<file path="src/rtl/mem_access_unit.sv">
`default_nettype none
// ============================================================================
// Module   : mem_access_unit
// Purpose  : MEM-stage load/store unit. Turns the EX/MEM memory-control
//            bundle into a req/ack transaction with a variable-latency data
//            memory, steers byte lanes for stores, extends load data, and
//            stalls the pipeline until the access completes.
// Ports    : clk, rst (sync, active-high)
//            MemRead_in, MemWrite_in, Load_in[2:0], Store_in[1:0],
//            ALUResult_in[31:0] (byte addr), MemWriteData_in[31:0]
//            dmem_req, dmem_we, dmem_addr[31:0], dmem_be[3:0],
//            dmem_wdata[31:0] (all registered); dmem_rdata[31:0], dmem_ack
//            LoadData_o[31:0], MEM_Stall, AdE_o
// Config   : define MEM_ALIGN_CHECK_EN to raise AdE_o on misaligned
//            half/word accesses; otherwise AdE_o is 0 and accesses are
//            force-aligned.
// Revision : 1.0 - initial release
// ============================================================================
module mem_access_unit (
  input  logic        clk,
  input  logic        rst,
  input  logic        MemRead_in,
  input  logic        MemWrite_in,
  input  logic [2:0]  Load_in,
  input  logic [1:0]  Store_in,
  input  logic [31:0] ALUResult_in,
  input  logic [31:0] MemWriteData_in,
  output logic        dmem_req,
  output logic        dmem_we,
  output logic [31:0] dmem_addr,
  output logic [3:0]  dmem_be,
  output logic [31:0] dmem_wdata,
  input  logic [31:0] dmem_rdata,
  input  logic        dmem_ack,
  output logic [31:0] LoadData_o,
  output logic        MEM_Stall,
  output logic        AdE_o
);

  typedef enum logic [1:0] {
    ST_IDLE = 2'd0,
    ST_BUSY = 2'd1,
    ST_DONE = 2'd2
  } state_t;

  state_t      state_q;
  logic        req_q;
  logic        we_q;
  logic [31:0] addr_q;
  logic [3:0]  be_q;
  logic [31:0] wdata_q;
  logic [31:0] load_q;

  logic [1:0]  a;
  logic        byte_op;
  logic        half_op;
  logic        go;
  logic [3:0]  be_d;
  logic [31:0] wdata_d;
  logic [7:0]  rbyte;
  logic [15:0] rhalf;
  logic [31:0] load_d;

  assign a = ALUResult_in[1:0];

  // Access size; a simultaneous read+write is treated as a read.
  always_comb begin
    byte_op = 1'b0;
    half_op = 1'b0;
    if (MemRead_in) begin
      byte_op = (Load_in == 3'b001) || (Load_in == 3'b010);
      half_op = (Load_in == 3'b011) || (Load_in == 3'b100);
    end else begin
      byte_op = (Store_in == 2'b01);
      half_op = (Store_in == 2'b10);
    end
  end

`ifdef MEM_ALIGN_CHECK_EN
  logic word_op;
  assign word_op = ~byte_op & ~half_op;
  assign AdE_o   = (MemRead_in | MemWrite_in) &
                   ((half_op & a[0]) | (word_op & (a != 2'b00)));
`else
  assign AdE_o = 1'b0;
`endif

  assign go = (MemRead_in | MemWrite_in) & ~AdE_o;

  // Store lane steering: data is replicated across lanes so the memory only
  // needs the byte enables to pick the right bytes.
  always_comb begin
    be_d    = 4'b1111;
    wdata_d = 32'h0;
    if (!MemRead_in) begin
      if (byte_op) begin
        be_d    = 4'b0001 << a;
        wdata_d = {4{MemWriteData_in[7:0]}};
      end else if (half_op) begin
        be_d    = a[1] ? 4'b1100 : 4'b0011;
        wdata_d = {2{MemWriteData_in[15:0]}};
      end else begin
        wdata_d = MemWriteData_in;
      end
    end
  end

  // Load lane select and extension, evaluated against the acked read data.
  always_comb begin
    case (a)
      2'd0:    rbyte = dmem_rdata[7:0];
      2'd1:    rbyte = dmem_rdata[15:8];
      2'd2:    rbyte = dmem_rdata[23:16];
      default: rbyte = dmem_rdata[31:24];
    endcase
    rhalf = a[1] ? dmem_rdata[31:16] : dmem_rdata[15:0];
    case (Load_in)
      3'b001:  load_d = {{24{rbyte[7]}}, rbyte};
      3'b010:  load_d = {24'h0, rbyte};
      3'b011:  load_d = {{16{rhalf[15]}}, rhalf};
      3'b100:  load_d = {16'h0, rhalf};
      default: load_d = dmem_rdata;
    endcase
  end

  always_ff @(posedge clk) begin
    if (rst) begin
      state_q <= ST_IDLE;
      req_q   <= 1'b0;
      we_q    <= 1'b0;
      addr_q  <= 32'h0;
      be_q    <= 4'h0;
      wdata_q <= 32'h0;
      load_q  <= 32'h0;
    end else begin
      case (state_q)
        ST_IDLE: begin
          if (go) begin
            state_q <= ST_BUSY;
            req_q   <= 1'b1;
            we_q    <= MemWrite_in & ~MemRead_in;
            addr_q  <= {ALUResult_in[31:2], 2'b00};
            be_q    <= be_d;
            wdata_q <= wdata_d;
          end
        end
        ST_BUSY: begin
          if (dmem_ack) begin
            state_q <= ST_DONE;
            req_q   <= 1'b0;
            if (!we_q) begin
              load_q <= load_d;
            end
          end
        end
        ST_DONE: begin
          state_q <= ST_IDLE;
        end
        default: begin
          state_q <= ST_IDLE;
        end
      endcase
    end
  end

  // Stall starts combinationally in IDLE so EX/MEM holds the op from the
  // very first cycle; it drops in DONE so the pipeline advances there.
  assign MEM_Stall  = ((state_q == ST_IDLE) & go) | (state_q == ST_BUSY);

  assign dmem_req   = req_q;
  assign dmem_we    = we_q;
  assign dmem_addr  = addr_q;
  assign dmem_be    = be_q;
  assign dmem_wdata = wdata_q;
  assign LoadData_o = load_q;

endmodule
`default_nettype wire

</file>
<file path="config.mk">
export PLATFORM = sky130hd
export DESIGN_NAME = mem_access_unit
export DESIGN_NICKNAME = d
export VERILOG_FILES = /design/src/rtl/mem_access_unit.sv
export SDC_FILE = /design/constraint.sdc
export NUM_CORES = 1
export LEC_CHECK = 0
export CORE_MARGIN = 10
export CORE_UTILIZATION = 30
export CTS_CLUSTER_DIAMETER = 200
export DETAILED_ROUTE_END_ITERATION = 10
export SETUP_SLACK_MARGIN = 0.2
export SLEW_MARGIN = 10
export SYNTH_ARGS = -nofsm -noshare
export SYNTH_HDL_FRONTEND = slang
export SYNTH_SLANG_ARGS = --single-unit
export TNS_END_PERCENT = 5
</file>
<file path="constraint.sdc">
create_clock -name clk -period 2.05 [get_ports clk]
set_input_delay 0.41 -clock clk [delete_from_list [all_inputs] [get_ports clk]]
set_output_delay 0.41 -clock clk [all_outputs]
set_load 0.1 [all_outputs]
</file>
# After elaboration in Yosys (flattened, before gate mapping)
# Index checks and enable logic that the tools add are counted.
[word_totals]
wordCells = 52
ff_bits = 102
output_inout_bits = 104
[classes]
n_reduce_logical = 9
bitwise = 6
eq_ne = 11
muxes = 18
shift = 1
[op_table]
columns = ["cell", "n"]
rows = [
  ["32-bit one-hot mux with 4 select lines", 1],
  ["32-bit 2-to-1 mux", 3],
  ["8-bit one-hot mux with 3 select lines", 1],
  ["16-bit 2-to-1 mux", 1],
  ["4-bit 2-to-1 mux", 4],
  ["2-bit by 1-bit equality test with 1-bit output (second input constant)", 3],
  ["3-bit by 2-bit equality test with 1-bit output (second input constant)", 2],
  ["3-bit AND reduction", 2],
  ["2-bit equality test (second input constant)", 2],
  ["2-bit logical NOT", 2],
  ["1-bit 2-to-1 mux", 4],
  ["2-bit 2-to-1 mux", 2],
  ["2-bit inequality test (second input constant)", 2],
  ["2-bit one-hot mux with 2 select lines", 1],
  ["2-bit AND reduction", 2],
  ["1-bit by 2-bit left shift with 4-bit output (first input constant)", 1],
  ["3-bit by 1-bit equality test with 1-bit output (second input constant)", 1],
  ["3-bit equality test (second input constant)", 1],
  ["1-bit bitwise AND", 2],
  ["1-bit logical OR", 2],
  ["1-bit NOT", 2],
  ["1-bit OR", 2],
  ["1-bit one-hot mux with 2 select lines", 1],
  ["2-bit nonzero test", 1],
]

# Longest topological paths before layout
# Gate-level depths: netlist of run 1.
[logic_depth]
ltp_word = 6
depth_mapped = 7

# Worst setup path before layout of run 1
# Ideal clock, no wire load.
[synth_path]
path_type = "in2out"
startpoint = "input port MemRead_in"
endpoint = "output port MEM_Stall"
slack_ps = -498
required_time_ps = 1640
arrival_ps = 2138
path_stages = 4
path_cell_list = "buf_2 -> clkbuf_1 -> nor3_1 -> nor2_1"
[synth_between]
elab_chain_cells = 3
[synth_rtl]
columns = ["element", "line_no", "text"]
rows = [
  ["start, declared", "22", "input logic MemRead_in,"],
  ["1-bit OR", "88", "assign go = (MemRead_in | MemWrite_in) & ~AdE_o;"],
  ["1-bit bitwise AND", "168", "assign MEM_Stall = ((state_q == ST_IDLE) & go) | (state_q == ST_BUSY);"],
  ["1-bit OR", "168", ""],
  ["end, declared", "36", "output logic MEM_Stall,"],
]
# No other way between the ends.

# Worst setup path after layout of run 1
[layout_path]
startpoint = "input port dmem_rdata[15]"
endpoint = "register load_q[22] (netlist: LoadData_o[22])"
[layout_between]
elab_chain_cells = 2
elab_cells_between_ends = 3
classes_between = "3 x mux"
[layout_rtl]
columns = ["element", "line_no", "text"]
rows = [
  ["start, declared", "33", "input logic [31:0] dmem_rdata,"],
  ["8-bit one-hot mux with 3 select lines / 16-bit 2-to-1 mux (equally long branches)", "110, 116", ""],
  ["32-bit one-hot mux with 4 select lines *", "117", "case (Load_in)"],
  ["end signal, assigned", "152", "load_q <= load_d;"],
  ["end, declared", "52", "logic [31:0] load_q;"],
]
# Every way passes the cells marked *; elsewhere a longest branch is shown, timed or not.
# A chain may end at the register's enable or synchronous reset.

==> flow_results.org, run 1 <==
** Setup path
- In this run the worst path has a maximum fanout of 8.
- The worst register-to-register path has a depth of 4.
- Kind of end point of the critical path :: flip-flop
- Arrival @ worst endpoint :: 2.06 ns
- Crit Path Category :: in -> reg
- Worst Path Required :: 2.26 ns
- The startpoint identified for the worst register-to-register timing path is state_q[1].
- The most critical setup path has its startpoint at dmem_rdata[15].
- In this run the critical register-to-register path is captured at dmem_wdata[28].
- Setup slack on the worst reg-to-reg path comes out at 0.40 ns.
- Startpoint Class :: primary input

** Floorplanning
- Total core area :: 15,800 um^2
- Number of top-level design ports :: 210
- After floorplanning, the core was divided into 46 placement rows.
- Measured along the y axis, the die boundary spans 146 um.
- Total die area :: 21,400 um^2
- From left edge to right edge, the die measures 146 um.
- Initial Utilization :: 0.303

** Detailed routing
- Number of detailed-routing iterations run before antenna repair :: 5
- After detailed routing, the average wire length per cell comes to 18.0 um.
- Final Routed Wirelength :: 18,500 um
- Number of vias per cell :: 4.98
- In this run the remaining antenna-violating nets after routing total 0.
- Starting DRC count in detailed routing :: 241
- Detailed routing inserted a total of 5,117 vias.
- For this run, design rule violations remaining after detail routing come to 0.

** Logic synthesis
- Top post-synthesis cells by count :: 130 x sky130_fd_sc_hd__nand2_1, 102 x sky130_fd_sc_hd__dfxtp_1, 63 x sky130_fd_sc_hd__a21oi_1
- Number of cells produced by synthesis :: 584
- Top FF cell, synth :: sky130_fd_sc_hd__dfxtp_1
- In this run the mean area of a mapped cell was 8.19 um^2.
- Distinct cell type count after synthesis :: 54
- Ranked by total cell area, the synthesized netlist is headed by sky130_fd_sc_hd__dfxtp_1 43%, sky130_fd_sc_hd__nand2_1 10%, sky130_fd_sc_hd__a21oi_1 6.6%, sky130_fd_sc_hd__mux2i_1 5.4%, sky130_fd_sc_hd__nor2_1 4.2%.
- After synthesis the cells add up to 4780 um^2.
- The synthesized design contains 102 register bits.
- Cell type with the largest total area after synthesis :: sky130_fd_sc_hd__dfxtp_1
- EDFF count, synth :: 0
- Share of the synthesized area in the top cell type :: 0.427
- Share of flip-flops with an asynchronous set or reset after synthesis :: 0
- During synthesis, Yosys emitted a total of 0 warnings.
- Library cell with the highest instance count after synthesis :: sky130_fd_sc_hd__nand2_1
- Of the synthesized area, sequential elements account for 0.427.

** Worst hold path
- For hold timing, the worst endpoint is LoadData_o[7].
- Startpoint of the tightest hold check path :: rst
- Counting instances, the worst hold path has a depth of 2.
- The worst hold path belongs to the class in -> reg.

** STA
- Worst slew margin :: 0.562
- Period utilisation layout :: 0.901
- Shortest period the worst path allows :: 1.85 ns
- Total negative setup slack :: 0 ns
- Across the routed clock network, the largest skew measured is 0.00647 ns.
- Worst hold-check slack :: 0.425 ns
- The max-slew violation total from the final report is 0.
- The hold violation count in the final report came to 0.
- For the pin with the worst max-slew slack, the measured transition is 0.655 ns.
- Timing would allow up to 541 MHz.
- Unrepaired setup endpoints after global routing :: yes
- Setup violations remaining at the end of the flow were counted as 0.

** Clock tree
- Worst-skew pair later-pin latency :: 0.35 ns
- CTS built an H-tree with a depth of 3.
- TritonCTS built the clock tree.
- In this run, CTS created clock tree buffers numbering 9.
- Buffer depth of the longest clock path :: 2
- Buffer type at the clock tree root :: sky130_fd_sc_hd__clkbuf_16
- CTS saw 102 sinks.
- After clock tree synthesis, the clock-pin slew on the worst setup and hold paths is 0.07 ns.

** Place
- Summed over all nets, the half-perimeter wirelength after detailed placement is 14,400 um.
- The count of buffers added on input and output ports is 206.
- Global placement routability congestion :: 0.903

** Power
- Leakage power :: 3.20 nW
- Across the VDD grid, the largest voltage drop is 0.000443 V.
- Power density cells :: 825 nW/um^2

** Global route
- Antenna violations before repair :: 0
- The first global-routing pass estimated 29,200 um of wire.
- For this run, the total global-route usage over all layers was measured as 0.168.
- Summed over all layers, the global routing overflow is 0.
- Largest net degree at the start of global routing :: 43
- Vias in the first global route :: 5,296

** Layout
- Of the cells placed in the final design, the portion with a size suffix greater than 1 is 0.256.
- For this run, the share of the core covered by cells in the final layout is 0.480.
- After the last flow step, the layout net total stands at 913.
- Compared with the post-synthesis result, the final layout area differs by 58.2%.
- The number of antenna diodes in the final layout is 0.

** Status
- Status :: complete, no violations

** Run
- The tool flagged a number of max-cap violations equal to 0.
==> placed cells by master, fill, tap and decap left out, types with 10 or more instances in the layout <==
cell type	n
sky130_fd_sc_hd__buf_4	139
sky130_fd_sc_hd__nand2_1	130
sky130_fd_sc_hd__dfxtp_1	102
sky130_fd_sc_hd__clkdlybuf4s50_1	94
sky130_fd_sc_hd__a21oi_1	63
sky130_fd_sc_hd__nor2_1	51
sky130_fd_sc_hd__mux2i_1	26
sky130_fd_sc_hd__a211oi_1	25
sky130_fd_sc_hd__o21ai_0	24
sky130_fd_sc_hd__mux2_2	15
sky130_fd_sc_hd__nand3b_1	10
==> report_power, final <==
part	switching [mW]	internal (mW)
registers	0.0830	2.12
logic	1.60	0.697
clock network	0.751	0.988
==> sequential cells by signal, summed over array words and instances (netlist names) <==
register,flops
state_q,2
dmem_addr,30
dmem_we,1
dmem_be,4
dmem_wdata,32
dmem_req,1
LoadData_o,32
==> metal layers <==
layer | track usage | part of all wire | vias to the layer above
met1 | 0.211 | 0.46 | 2419
met3 | 0.0556 | 0.071 | 19
li1 | - | - | 2491
met5 | 0 | 0 | -
met2 | 0.268 | 0.46 | 188
met4 | 0.0445 | 0.014 | 0
==> layout make-up <==
| type | count | area (um^2) |
|---|---|---|
| clock buffer | 12 | 246 |
| clock inverter | 4 | 55.1 |
| multi-input combinational | 431 | 2590 |
| inverter | 5 | 18.8 |
| tap | 216 | 270 |
| sequential | 102 | 2040 |
| fill | 1535 | 8210 |
| timing repair buffer | 258 | 2340 |
==> per-stage QoR <==
stage	instances	area, um^2	setup WS [ns]	power (mW)
6_report	1028	7560	0.202	6.24
5_1_grt	1028	7560	0.164	6.52
4_1_cts	1020	7430	0.0844	6.28
3_5_place_dp	1003	7090	-0.399	4.51
3_3_place_gp	1003	7090	-0.343	4.49
2_1_floorplan	586	4800	0.0974	3.78
==> worst max path at each step <==
stage,to,slack (ns),cells after the start
floorplan,LoadData_o[30],0.1,7
global placement,LoadData_o[23],-0.34,7
detailed placement,LoadData_o[26],-0.40,7
CTS,MEM_Stall,0.08,5
global route,LoadData_o[31],0.16,7
finish,LoadData_o[22],0.20,7
==> timing repair <==
item | 4_1_cts | 5_1_grt
gates resized for setup | 11 | 21
endpoints found under the hold margin | 0 | 0
pin swaps | 1 | 6
endpoints found under the setup margin | 43 | 46
hold buffers | 0 | 0
setup buffers | 0 | 7
gates cloned | 1 | 1
==> cell families (layout without fill, tap and decap cells) <==
logic type      count (synthesis)  count (layout)  share of synthesized area
simple gates                  227             227                      0.206
compound gates                155             155                      0.214
flops                         102             102                      0.427
buf+inv                        53             279                     0.0497
mux                            42              42                     0.0945
xor+xnor                        3               3                    0.00550
fa+ha+maj                       1               1                    0.00209
other cells                     1               3                   0.000784
==> critical path, stage by stage <==
cell and delay, ns:
sky130_fd_sc_hd__dlygate4sd2_1 0.26, sky130_fd_sc_hd__mux4_2 0.49, sky130_fd_sc_hd__nor2b_4 0.16, sky130_fd_sc_hd__a21o_1 0.19, sky130_fd_sc_hd__a31oi_4 0.31, sky130_fd_sc_hd__buf_12 0.17
sky130_fd_sc_hd__a211oi_1 0.07
Power figures use the tool's default switching activity.
==> inputs of run 2 (changes only) <==
Settings changed: GPL_TIMING_DRIVEN from default to 0.
==> flow_results.org, run 2 (synthesis results as in run 1) <==
** Setup path
- Cell at the slowest stage of the critical path :: sky130_fd_sc_hd__a221oi_1
- The largest stage delay on the critical path came to 0.38 ns (-0.11 ns).
- Crit Path Category :: in -> reg
- The largest driver fanout on the critical path is 10 (+2).
- Kind of end point of the critical path :: flip-flop
- Worst Path Required :: 2.27 ns (about the same)
- Arrival @ worst endpoint :: 2.13 ns (+0.07 ns)
- The worst setup path is launched from a primary input.
- Ordered cell list for the critical path :: dlygate4sd2_1, clkbuf_4, and3b_1, o32ai_1, inv_2, a221oi_1, a211oi_1

** Global route
- Global-route wire length before repair :: 29,400 um (+0.68%)
- The final global-route overflow total came to 0 (unchanged).
- The maximum number of pins on one net before global-route repair is 17 (-60%).
- The via count of the first global-routing pass is 5,141 (-2.9%).
- GRT Total Usage :: 0.171 (+0.00392)
- The number of antenna violations at the first check in global routing is 0 (unchanged).

** Floorplanning
- The die width is 146 um (unchanged).
- Die boundary height :: 146 um (unchanged)
- Initial Utilization :: 0.303 (unchanged)
- The total number of placement rows came to 46 (unchanged).
- The total I/O pin count was 210 (unchanged).
- The area of the core region came to 15,800 um^2 (unchanged).
- The die area was 21,400 um^2 (unchanged).

** Clock tree
- Maximum level of the CTS H-tree :: 3 (unchanged)
- TritonCTS built the clock tree.
- The clock sink total came to 102 (unchanged).
- The count of hold buffers inserted by post-cts repair came to 0 (unchanged).
- The clock edge transition at the registers on the reported setup and hold paths came to 0.07 ns (about the same).
- Buffer type at the clock tree root :: sky130_fd_sc_hd__clkbuf_16
- Worst-skew pair later-pin latency :: 0.36 ns (about the same)
- The clock tree buffer depth came to 2 (unchanged).
- The number of buffers created by CTS is 9 (unchanged).

** Power
- IR drop worst, VDD :: 0.000466 V (+5.3%)
- Leakage power :: 2.91 nW (-9.1%)
- The power per standard cell area was 817 nW/um^2 (-0.95%).

** Status
- Status :: complete, no violations

** Run
- The number of maximum-capacitance violations is 0 (unchanged).

** Detailed routing
- Starting DRC count in detailed routing :: 278 (+15%)
- The via count is 5,099 (-0.35%).
- Number of vias per cell :: 4.97 (-0.16%)
- Detail-routed net length per standard cell :: 18.6 um (+3.2%)
- Number of detailed-routing iterations run before antenna repair :: 4 (-1)
- Remaining number of nets flagged by the antenna check after routing :: 0 (unchanged)
- Drt drc :: 0 (unchanged)
- Final Routed Wirelength :: 19,100 um (+3.0%)

** Layout
- The area growth from synthesis to layout is 60.9%.
- The count of filler cells inserted in the layout came to 1,542 (+0.46%).
- The final net count came to 911 (-0.22%).
- Ratio of cells with drive above 1 in the final layout :: 0.231 (-0.0250)
- Most common library cell in the layout ignoring fill and taps :: sky130_fd_sc_hd__nand2_1
- Commonest non-fill, non-tap cells in the layout :: 130 x sky130_fd_sc_hd__nand2_1, 102 x sky130_fd_sc_hd__dfxtp_1, 101 x sky130_fd_sc_hd__clkdlybuf4s15_2
- Fin area :: 7690 um^2 (+1.7%)

** Worst hold path
- The min-delay analysis places its worst path in the category reg -> reg.

** STA
- Worst hold-check slack :: 0.456 ns (+0.0310 ns)
- Worst Slack Setup Final :: 0.139 ns (-0.0636 ns)
- Worst setup skew after layout :: 0.00510 ns (-0.00137 ns)
- Final-report max-slew violation count :: 0 (unchanged)
- Period utilisation layout :: 0.932 (+0.0310)
- The headroom to the max-slew limit came to 0.570 (+0.00775).
- The highest clock rate came to 523 MHz (-3.3%).
- Setup repair after global routing could not meet its margin everywhere.
- The number of setup violations in the final report was 0 (unchanged).
- Shortest period the worst path allows :: 1.91 ns (+0.0636 ns)
- The final sum of negative setup slack came to 0 ns (unchanged).
- The hold violation count in the final report came to 0 (unchanged).
- Least-Margin Pin Slew :: 0.643 ns (-0.0116 ns)

** Place
- Cell Area, Placed :: 7090 um^2 (about the same)
- Global placement routability congestion :: 0.868 (-3.9%)
- Detailed-placement wirelength estimate :: 15,000 um (+4.3%)
- Count of input and output buffers :: 202 (-1.9%)
- The worst setup slack before clock tree synthesis was -1.26 ns (-0.858 ns).
==> run 2: critical path, delay by kind of cell <==
kind / cells / cell delay [ns]
AOI/OAI and AO/OA: 3 / 0.86
buffers and inverters: 3 / 0.68
and+or+nand+nor: 1 / 0.18
==> run 2: power breakdown <==
part / leakage, nW / switching, mW / total (mW) / internal, mW
clock: 0.150 / 0.786 / 1.86 / 1.07
combinational: 1.93 / 1.59 / 2.23 / 0.632
sequential: 0.836 / 0.0812 / 2.20 / 2.12
total: 2.91 / 2.46 / 6.29 / 3.82
==> run 2: metrics by stage <==
step | power, mW | utilization | cells
2_1_floorplan | 3.78 | - | 586
3_3_place_gp | 4.45 | 0.449 | 1004
3_5_place_dp | 4.47 | 0.449 | 1004
4_1_cts | 6.34 | 0.486 | 1022
5_1_grt | 6.54 | 0.488 | 1025
6_report | 6.29 | 0.488 | 1026
==> run 2: path summary, 6_finish.rpt <==
check | to | from | depth (start not counted) | slack (ns)
worst max register to register | LoadData_o[19] | state_q[0] | 5 | 0.30
worst min-delay path | dmem_addr[25] | dmem_addr[25] | 2 | 0.46
worst min register to register | dmem_addr[25] | dmem_addr[25] | 2 | 0.46
worst max-delay path | LoadData_o[6] | Load_in[1] | 7 | 0.14
==> run 2: final cells by class <==
cell class              count  area (um^2)  share of cell area
multi-input cells         431         2580               0.335
repair buffers            208         2210               0.287
flip-flops and latches    102         2040               0.265
well taps                 216          270              0.0351
plain buffers              48          258              0.0335
clock buffers              10          229              0.0298
clock inverters             5         83.8              0.0109
inverters                   5         18.8             0.00244
diodes                      1         2.50            0.000325
==> run 2: timing repair <==
action,in CTS,in global routing
pin swaps,3,1
buffers inserted,3,3
endpoints found under the setup margin,199,83
resized for setup,346,11
==> run 2: per-layer routing <==
metal | part of all wire | global-route usage | wire, um
met1 | 0.45 | 0.217 | 8610
met2 | 0.45 | 0.273 | 8620
met3 | 0.084 | 0.0569 | 1600
met4 | 0.012 | 0.0450 | 234
met5 | 0 | 0 | 0
==> inputs of run 3 (changes only) <==
Settings changed: CORE_UTILIZATION 30 to 38, GPL_ROUTABILITY_DRIVEN from default to 0, PLACE_DENSITY from default to 0.76.
==> flow_results.org, run 3 (synthesis results as in run 1) <==
** Status
- Status :: complete, no violations

** Layout
- Fillers :: 1,089 (-29%)
- The area used by sequential logic in the layout is 2040 um^2 (unchanged).
- Area of the multi-input gates :: 2580 um^2 (about the same)
- The number of inserted diodes was 0 (-1).
- The post-layout instance count excluding filler cells was 982 (-4.3%).
- Commonest non-fill, non-tap cells in the layout :: 130 x sky130_fd_sc_hd__nand2_1, 102 x sky130_fd_sc_hd__dfxtp_1, 94 x sky130_fd_sc_hd__clkdlybuf4s50_1
- Ratio of cells with drive above 1 in the final layout :: 0.119 (-0.112)
- The final net count came to 915 (+0.44%).
- The library cell used most frequently in the layout, excluding fill and tap cells, is sky130_fd_sc_hd__nand2_1.
- Area delta synth->final :: 55.8%
- Share of the core filled with cells in the final layout :: 0.612 (+0.125)
- The cell area after layout was 7450 um^2 (-3.2%).

** Place
- The placed instance area was 7030 um^2 (-0.85%).
- The total instance count after detailed placement came to 956 (-4.8%).
- The post-DP HPWL came to 14,200 um (-5.3%).
- The worst setup slack before clock tree synthesis came to -1.24 ns (+0.0174 ns).
- The quantity of I/O buffers inserted on ports is 202 (unchanged).

** STA
- Upper clock frequency limit :: 504 MHz (-3.7%)
- The final-layout worst hold slack was 0.397 ns (-0.0591 ns).
- The slew at the pin closest to its max-slew limit came to 1.02 ns (+0.378 ns).
- Period utilisation layout :: 0.968 (+0.0361)
- Worst setup skew after layout :: 0.0139 ns (+0.00884 ns)
- The post-layout minimum cycle time was 1.99 ns (+0.0739 ns).
- Worst slew margin :: 0.322 (-0.248)
- Setup repair after global routing could not meet its margin everywhere.
- Final-report hold violation count :: 0 (unchanged)
- The max-slew violation total from the final report is 0 (unchanged).
- Total negative setup slack :: 0 ns (unchanged)
- The setup slack after layout came to 0.0648 ns (-0.0739 ns).
- The number of setup violations in the final report came to 0 (unchanged).

** Power
- Power density cells :: 839 nW/um^2 (+2.7%)
- The final total power came to 6.25 mW (-0.54%).
- IR drop worst, VDD :: 0.000458 V (-1.7%)
- The static leakage power came to 3.25 nW (+12%).

** Clock tree
- CTS buffer count :: 9 (unchanged)
- Buffer depth of the longest clock path :: 2 (unchanged)
- Clock tree from TritonCTS :: built
- The tree is rooted in a sky130_fd_sc_hd__clkbuf_16.
- The clock insertion delay at the later pin of the skew report was 0.34 ns (-0.02 ns).
- The maximum level of the CTS H-tree is 3 (unchanged).
- Clock transition at the registers of the reported paths :: 0.07 ns (about the same)
- The clock sink total came to 102 (unchanged).

** Global route
- Vias in the first global route :: 5,366 (+4.4%)
- The maximum number of pins on one net before global-route repair is 17 (unchanged).
- Global-route congestion overflow total :: 0 (unchanged)
- Antenna violations before repair :: 1 (+1)
- The global routing usage summed across all routing layers was 0.200 (+0.0284).
- Global-route wire length before repair :: 28,700 um (-2.3%)

** Floorplanning
- The die width came to 132 um (-9.6%).
- The vertical die dimension was 132 um (-9.6%).
- The area of the core region came to 12,200 um^2 (-23%).
- The total I/O pin count is 210 (unchanged).
- The starting density of the core is 0.393 (+0.0899).
- Number of cell rows :: 40 (-13%)
- The die area is 17,500 um^2 (-18%).

** Setup path
- Kind of end point of the critical path :: output port
- The total buffers and inverters traversed by the critical path is 1 (-2).
- The number of stages on the worst setup path came to 1 (-6).
- Crit Path Category :: reg -> out
- Worst setup path start :: LoadData_o[7]
- The largest driver fanout on the critical path is 2 (-8).
- The largest stage delay on the critical path came to 0.86 ns (+0.48 ns).
- The worst setup path is launched from a flip-flop.
- The worst endpoint required time came to 1.64 ns (-0.63 ns).
- Cell at the slowest stage of the critical path :: sky130_fd_sc_hd__clkdlybuf4s15_1
- Gate family responsible for the most delay along the worst path :: buffers and inverters
- In this run the critical register-to-register path is launched from state_q[1].
- Arrival @ worst endpoint :: 1.58 ns (-0.55 ns)
- The number of cells traversed by the worst register-to-register path was 6 (+1).
- The critical path goes through clkdlybuf4s15_1.

** Run
- The number of maximum-capacitance violations is 0 (unchanged).

** Detailed routing
- Starting DRC count in detailed routing :: 346 (+24%)
- The via count came to 5,200 (+2.0%).
- The remaining antenna violation count after routing is 0 (unchanged).
- The aggregate routed wire length was 18,300 um (-3.9%).
- The wire length per cell is 18.7 um (+0.45%).
- The total iterations of the first detailed-routing run was 5 (+1).
- The post-route DRC violation count was 0 (unchanged).
- Number of vias per cell :: 5.30 (+6.6%)

** Worst hold path
- Cell depth of the worst min-delay path :: 3 (+1)
- Startpoint of the tightest hold check path :: dmem_rdata[31]
- In this run the worst hold path is classified as in -> reg.
==> run 3: cell types whose count changed in the layout (fill, tap and decap cells not counted), sizes merged <==
cell and change:
buf +5, clkbuf +4, clkdlybuf4s15 -79, clkinvlp -1, diode -1, dlygate4sd2 +73
dlymetal6s2s +3
==> run 3: layer usage <==
layer  part of all wire  vias to the layer above  track usage
met2               0.48                      241        0.341
met4              0.015                        2       0.0544
met3              0.096                       25       0.0610
met5            0.00071                        -            0
li1                   -                     2491            -
met1               0.41                     2441        0.236
==> run 3: path summary, 6_finish.rpt <==
check	to	slack (ns)
max	LoadData_o[7]	0.06
min	LoadData_o[31]	0.40
max reg2reg	dmem_wdata[18]	0.30
min reg2reg	dmem_wdata[19]	0.45
==> run 3: area by class of cell <==
| cell class | count | area share |
|---|---|---|
| multi-input cells | 431 | 0.347 |
| flip-flops and latches | 102 | 0.274 |
| repair buffers | 212 | 0.271 |
| plain buffers | 48 | 0.0339 |
| clock buffers | 12 | 0.0331 |
| well taps | 168 | 0.0282 |
| clock inverters | 4 | 0.0104 |
| inverters | 5 | 0.00252 |
==> run 3: report_power, final <==
group | leakage, nW | switching, mW | internal, mW | total, mW
Sequential | 0.836 | 0.0770 | 2.12 | 2.20
Combinational | 2.26 | 1.59 | 0.593 | 2.18
Clock | 0.157 | 0.758 | 1.11 | 1.87
==> run 3: repair_timing <==
| item | in CTS | in global routing |
|---|---|---|
| gates cloned | 0 | 1 |
| buffers inserted | 6 | 3 |
| pin swaps | 2 | 2 |
| endpoints found under the setup margin | 199 | 194 |
| gates resized for setup | 134 | 56 |
| hold buffers | 0 | 0 |
